File: src/rtl/booth_seq_mult.sv
// rtl/booth_seq_mult.sv - sequential radix-4 Booth multiplier, one recoded triplet per cycle
//
// Parameters:
//   WIDTH      operand width in bits (even, >= 4)
// Ports:
//   clk        rising-edge clock
//   rst_n      asynchronous active-low reset
//   in_valid   operands x/y valid (accepted only in IDLE)
//   in_ready   high only in IDLE
//   x, y       multiplicand / multiplier
//   out_valid  registered, high only in DONE
//   out_ready  consumer accepts product
//   product    2*WIDTH-bit result, held stable in DONE
//   busy       high in CALC and DONE
//   is_signed  (only with BOOTH_UNSIGNED_EN) operand signedness, latched on accept
//
// Build option: define BOOTH_UNSIGNED_EN to add is_signed and unsigned mode.
// Without it every operation is signed.

module booth_seq_mult #(
    parameter int WIDTH = 32
) (
    input  logic                 clk,
    input  logic                 rst_n,
`ifdef BOOTH_UNSIGNED_EN
    input  logic                 is_signed,
`endif
    input  logic                 in_valid,
    output logic                 in_ready,
    input  logic [WIDTH-1:0]     x,
    input  logic [WIDTH-1:0]     y,
    output logic                 out_valid,
    input  logic                 out_ready,
    output logic [2*WIDTH-1:0]   product,
    output logic                 busy
);

    // Operands are extended by two bits so that unsigned mode can be handled
    // as a signed multiply with a zero top triplet; the accumulator carries
    // two further bits of headroom for the +/-2X partial product.
    localparam int EW = WIDTH + 2;
    localparam int HW = WIDTH + 4;
    localparam int RW = HW + EW;
    localparam int CW = $clog2(WIDTH / 2 + 2);

    localparam logic [CW-1:0] ITER_S = CW'(WIDTH / 2);
    localparam logic [CW-1:0] ITER_U = CW'(WIDTH / 2 + 1);

    localparam logic [1:0] S_IDLE = 2'd0;
    localparam logic [1:0] S_CALC = 2'd1;
    localparam logic [1:0] S_DONE = 2'd2;

    logic [1:0]         state_q, state_d;
    logic [CW-1:0]      cnt_q, cnt_d;
    logic [EW-1:0]      x_q, x_d;
    // {accumulator, remaining multiplier bits}; product bits shift in from the top
    logic [RW-1:0]      r_q, r_d;
    logic               ym1_q, ym1_d;
    logic [2*WIDTH-1:0] product_q, product_d;
    logic               out_valid_q, out_valid_d;

    logic               mode_in;
    logic               signed_q;

`ifdef BOOTH_UNSIGNED_EN
    logic signed_d;

    assign mode_in  = is_signed;
    assign signed_d = (state_q == S_IDLE && in_valid) ? is_signed : signed_q;

    always_ff @(posedge clk or negedge rst_n) begin
        if (!rst_n) begin
            signed_q <= 1'b1;
        end else begin
            signed_q <= signed_d;
        end
    end
`else
    assign mode_in  = 1'b1;
    assign signed_q = 1'b1;
`endif

    // Operand extension: sign-extend in signed mode, zero-extend otherwise
    logic [EW-1:0] x_in_ext, y_in_ext;
    assign x_in_ext = mode_in ? {{2{x[WIDTH-1]}}, x} : {2'b00, x};
    assign y_in_ext = mode_in ? {{2{y[WIDTH-1]}}, y} : {2'b00, y};

    // Booth recoding of {Y[2i+1], Y[2i], Y[2i-1]}
    logic [HW-1:0] xs, x2, mag, pp, sum;
    logic [2:0]    triplet;
    logic          neg;

    assign xs      = {{2{x_q[EW-1]}}, x_q};
    assign x2      = {xs[HW-2:0], 1'b0};
    assign triplet = {r_q[1], r_q[0], ym1_q};

    always_comb begin
        mag = '0;
        neg = 1'b0;
        case (triplet)
            3'b001, 3'b010: begin mag = xs; neg = 1'b0; end
            3'b011:         begin mag = x2; neg = 1'b0; end
            3'b100:         begin mag = x2; neg = 1'b1; end
            3'b101, 3'b110: begin mag = xs; neg = 1'b1; end
            default:        begin mag = '0; neg = 1'b0; end
        endcase
    end

    // Negation folds into the add: ~mag plus a carry-in of one
    assign pp  = neg ? ~mag : mag;
    assign sum = r_q[RW-1:EW] + pp + {{(HW-1){1'b0}}, neg};

    // Accumulate then arithmetic shift right by two across the whole register
    logic [RW-1:0] shifted;
    assign shifted = {{2{sum[HW-1]}}, sum, r_q[EW-1:2]};

    // Signed mode leaves two unconsumed multiplier bits at the bottom;
    // unsigned mode runs one extra step and consumes all of them.
    logic [2*WIDTH-1:0] result;
    assign result = signed_q ? shifted[2 +: 2*WIDTH] : shifted[0 +: 2*WIDTH];

    always_comb begin
        state_d     = state_q;
        cnt_d       = cnt_q;
        x_d         = x_q;
        r_d         = r_q;
        ym1_d       = ym1_q;
        product_d   = product_q;
        out_valid_d = out_valid_q;

        case (state_q)
            S_IDLE: begin
                if (in_valid) begin
                    x_d     = x_in_ext;
                    r_d     = {{HW{1'b0}}, y_in_ext};
                    ym1_d   = 1'b0;
                    cnt_d   = mode_in ? ITER_S : ITER_U;
                    state_d = S_CALC;
                end
            end
            S_CALC: begin
                r_d   = shifted;
                ym1_d = r_q[1];
                cnt_d = cnt_q - CW'(1);
                if (cnt_q == CW'(1)) begin
                    product_d   = result;
                    out_valid_d = 1'b1;
                    state_d     = S_DONE;
                end
            end
            S_DONE: begin
                // No accept on this edge: IDLE must be seen for one cycle first
                if (out_ready) begin
                    out_valid_d = 1'b0;
                    state_d     = S_IDLE;
                end
            end
            default: begin
                out_valid_d = 1'b0;
                state_d     = S_IDLE;
            end
        endcase
    end

    always_ff @(posedge clk or negedge rst_n) begin
        if (!rst_n) begin
            state_q     <= S_IDLE;
            cnt_q       <= '0;
            x_q         <= '0;
            r_q         <= '0;
            ym1_q       <= 1'b0;
            product_q   <= '0;
            out_valid_q <= 1'b0;
        end else begin
            state_q     <= state_d;
            cnt_q       <= cnt_d;
            x_q         <= x_d;
            r_q         <= r_d;
            ym1_q       <= ym1_d;
            product_q   <= product_d;
            out_valid_q <= out_valid_d;
        end
    end

    assign in_ready  = (state_q == S_IDLE);
    assign busy      = (state_q != S_IDLE);
    assign out_valid = out_valid_q;
    assign product   = product_q;

endmodule

File: config.mk
export PLATFORM = sky130hd
export DESIGN_NAME = booth_seq_mult
export DESIGN_NICKNAME = d
export VERILOG_FILES = /design/src/rtl/booth_seq_mult.sv
export SDC_FILE = /design/constraint.sdc
export NUM_CORES = 1
export LEC_CHECK = 0
export ABC_AREA = 1
export BUFFER_PORTS_ARGS = -buffer_cell sky130_fd_sc_hd__buf_4
export CAP_MARGIN = 10
export CORE_MARGIN = 1
export CORE_UTILIZATION = 45
export CTS_BUF_LIST = sky130_fd_sc_hd__clkbuf_16
export DETAILED_ROUTE_END_ITERATION = 12
export PLACE_DENSITY = 0.77
export SETUP_SLACK_MARGIN = 0.15
export SLEW_MARGIN = 10
export SYNTH_ARGS = -nofsm -noshare
export SYNTH_HDL_FRONTEND = slang
export SYNTH_SLANG_ARGS = --single-unit
File: constraint.sdc
create_clock -name clk -period 3.33 [get_ports clk]
set_input_delay 0.333 -clock clk [delete_from_list [all_inputs] [get_ports clk]]
set_output_delay 0.333 -clock clk [all_outputs]
set_load 0.1 [all_outputs]
==> impl_results.md <==
- DRC viols: 0
- Post-route ant nets: 0
- Number of I/O pins: 135
- Asr flop ratio synth: 1.000
- Worst Hold Class: in2reg
- TritonCTS clock tree: done
- Yosys top cell by area: dfrtp_1
- Cell Rows: 52
- Register Area: about 4300 um2
- Area of the die: between 20000 and 25000 um2
- Initial core utilization: 0.4631
- Cts bufs inserted: 17
- Cell count after synthesis: between 1k and 1.5k
- Fin. Hold Viols: 0
- Critical Path Most Common Cell: nor2_1
- RSZ-0062 raised after global routing: yes
- Initial antenna violation count: 0
- Layout fillers: around 1.8k
- Die Width: 147 um
- Synth Flop Type: dfrtp_1
- Layout Nets: around 1.4k
- Antenna diode count: 0
- F_max: around 320 MHz
- Flop-to-flop setup slack: about 210 ps
- Syn avg cell area: between 7 and 8 um2
- Vias: just under 9k
- Worst Setup End Kind: register
- Yosys top cell area share: 0.4576
- Worst Clk Skew: about 14 ps
- Slowest CP cell: dfrtp_1
- Clock Tree Buf Depth: 2
- DRT met1 WL: roughly 12000 um
- Maxcap violations: 0
- Fin. max-slew vios: 0
- CP required: between 3000 and 4000 ps
- WP buf/inv: 3
- Period minus WS final: between 3000 and 4000 ps
- Largest net degree at the start of global routing: just under 100
- Met3 Wirelength: around 2000 um
- Core Region: about 20000 um2
- Post-Syn Area: roughly 9500 um2
- Worst-Skew Late Latency: ~450 ps
- Grt ovf: 0
- Critical path peak fanout: 8
- Status: complete, no violations
- Met2 WL: between 10000 and 15000 um
- Mean routed wirelength per cell: ~17 um
- Highest routed layer: met4
- Vias in the first global route: approximately 8.4k
- CTS H-tree depth: 4
- Area of the multi-input gates: roughly 4900 um2
- Syn. warnings: 0
- Worst Max-Slew Pin Slew: 921.2 ps
- Die height: 147 um
- Seq/Total Area, Yosys: 0.4576
- Root Driver: clkbuf_16
- Synth-to-Final Area Change: 27.66%
- Final WL: 27480 um
- Relative slew slack: 0.3852
- First-pass DRT Iterations: 5
- IO buf count: between 100 and 150
- Critical Path AT: between 3000 and 4000 ps
- Clk sinks: 173
- Cell breakdown of the critical path: inv_2 > ha_4 > nand2_2 > a21boi_4 > buf_12 > buf_16 > o22ai_1 > xor2_1 > ha_2 > nand2_1 > o21ai_1 > a21oi_1 > nor2_1 > nor2_1 > nand2_2 > nor2_1 > nand3b_1 > nand2_1
- Clock transition at the registers of the reported paths: 80 ps
- EDFF count, synth: 0
- Synth unique cells: 39
- Post-Syn Nets: 1296
- Crit start category: register
- Post-synthesis register bit count: ~170
- Setup violators final: 0
- Critical path class: reg2reg
- Fraction of layout cells with a size suffix above 1: 0.2428
- Top area cells in the synthesized netlist: dfrtp_1, nand2_1, o21ai_0, ha_1, inv_1
- CP delay by family, top: simple AND/OR/NAND/NOR gates
- Final setup TNS: 0 ps
- Routability cong.: ~0.99
- HPWL after DPL: 19480 um
- Vias per cell: 5.458
- Total track usage: 0.2567
- Starting DRT DRC Count: 720
- First-pass GRT wire length: 43520 um
- Part of the cycle the worst path needs: 0.9374
- CP peak stage delay: around 420 ps
cell usage in the layout, fill, tap and decap left out, types with 2 or more instances in the layout:
master	n
a21oi_2	21
o21ai_2	2
or2_1	6
nor3_1	2
inv_2	6
nand2_4	3
o21a_1	6
o22ai_1	32
nor2_2	18
and2_1	2
nand2_2	27
buf_12	5
o21ai_1	23
o21ai_0	115
nor2_4	10
ha_4	4
inv_8	3
xor2_1	34
ha_1	27
nor3_2	6
clkinv_8	5
buf_4	163
a22oi_1	27
a21oi_1	28
o211ai_1	5
xnor2_1	10
nand3_1	60
a21o_1	4
nand3b_1	10
inv_1	108
clkbuf_16	19
nor2_1	44
dfrtp_1	173
nand4_1	6
nand2_1	295
nand3_2	6
ha_2	8
o22ai_2	2
inv_6	4
synth_stat cells (all sizes together) (10+ instances only):
cell / n
a21oi: 50
nand3: 66
ha: 39
xor2: 34
nand2: 325
o21ai: 140
dfrtp: 173
a22oi: 27
nor2: 72
xnor2: 11
clkbuf: 21
nand3b: 10
o22ai: 34
buf: 25
inv: 114
timing repair:
action                                  in CTS  in global routing
endpoints found under the hold margin       53                  0
pin swaps                                    6                 31
endpoints found under the setup margin      14                 55
resized for setup                           25                109
cloned                                       1                  2
setup buffers                                8                 13
hold buffers                                 1                  0
flip-flops by register name, summed over array words and instances, names as in the netlist:
name and count:
ym1_q 1, cnt_q 5, state_q 2, out_valid 1
x_q 32, product 64, r_q 68
worst paths after layout:
path | startpoint | endpoint | cells after the start
setup / recovery | r_q[0]$_DFFE_PN0P_ | r_q[64]$_DFFE_PN0P_ | 18
setup reg to reg | r_q[0]$_DFFE_PN0P_ | r_q[64]$_DFFE_PN0P_ | 18
max in group asynchronous | rst_n | x_q[24]$_DFFE_PN0P_ | 3
hold / removal | x[13] | x_q[13]$_DFFE_PN0P_ | 3
hold reg to reg | cnt_q[2]$_DFFE_PN0P_ | cnt_q[2]$_DFFE_PN0P_ | 1
min in group asynchronous | rst_n | product[13]$_DFFE_PN0P_ | 2
cells by family (layout without fill, tap and decap cells):
group                      after synthesis  in the layout  share of synthesized area
and+or+nand+nor                        498            498                     0.2193
AOI/OAI and AO/OA                      271            271                     0.1608
DFF                                    173            173                     0.4576
buffers and inverters                  161            320                    0.06705
xor gates and xnor gates                45             45                    0.04166
adders and majority gates               40             40                    0.05369
metrics by stage:
stage                     hold slack, ps  std cells  area (um2)  utilization  worst slack, ps
final                              97.58       1617       12080       0.5913            208.5
after global placement             325.1       1560       10790       0.5281            108.7
after floorplan                    37.41       1188        9462            -            343.3
after global routing               98.41       1617       12080       0.5913            39.86
after CTS                          87.99       1602       11590       0.5672            132.4
after detailed placement           324.6       1560       10790       0.5281            57.70
final cells by class:
class / instances / area share
Clock buffer: 17 / 0.03522
Clock inverter: 15 / 0.01512
Inverter: 115 / 0.03574
Multi-Input combinational cell: 854 / 0.4098
Sequential cell: 173 / 0.3584
Tap cell: 270 / 0.02797
Timing Repair Buffer: 173 / 0.1178
worst reg2reg max path, stage by stage (launching register included):
cell      delay (ps)
dfrtp_1          420
inv_2            110
ha_4             130
nand2_2           40
a21boi_4         150
buf_12           140
buf_16           140
o22ai_1          200
xor2_1           190
ha_2             330
nand2_1          180
o21ai_1          150
a21oi_1          190
nor2_1            60
nor2_1           140
nand2_2          110
nor2_1           130
nand3b_1         140
nand2_1           60
layer usage:
metal | track usage | up-vias
met2 | 0.4095 | 315
li1 | - | 4217
met4 | 0.07062 | 0
met1 | 0.3528 | 4245
met5 | 0 | -
met3 | 0.05621 | 49
Power is left out: the tool's default activity adds up to more than one toggle a clock period on the data nets, which glitch-free logic cannot reach.
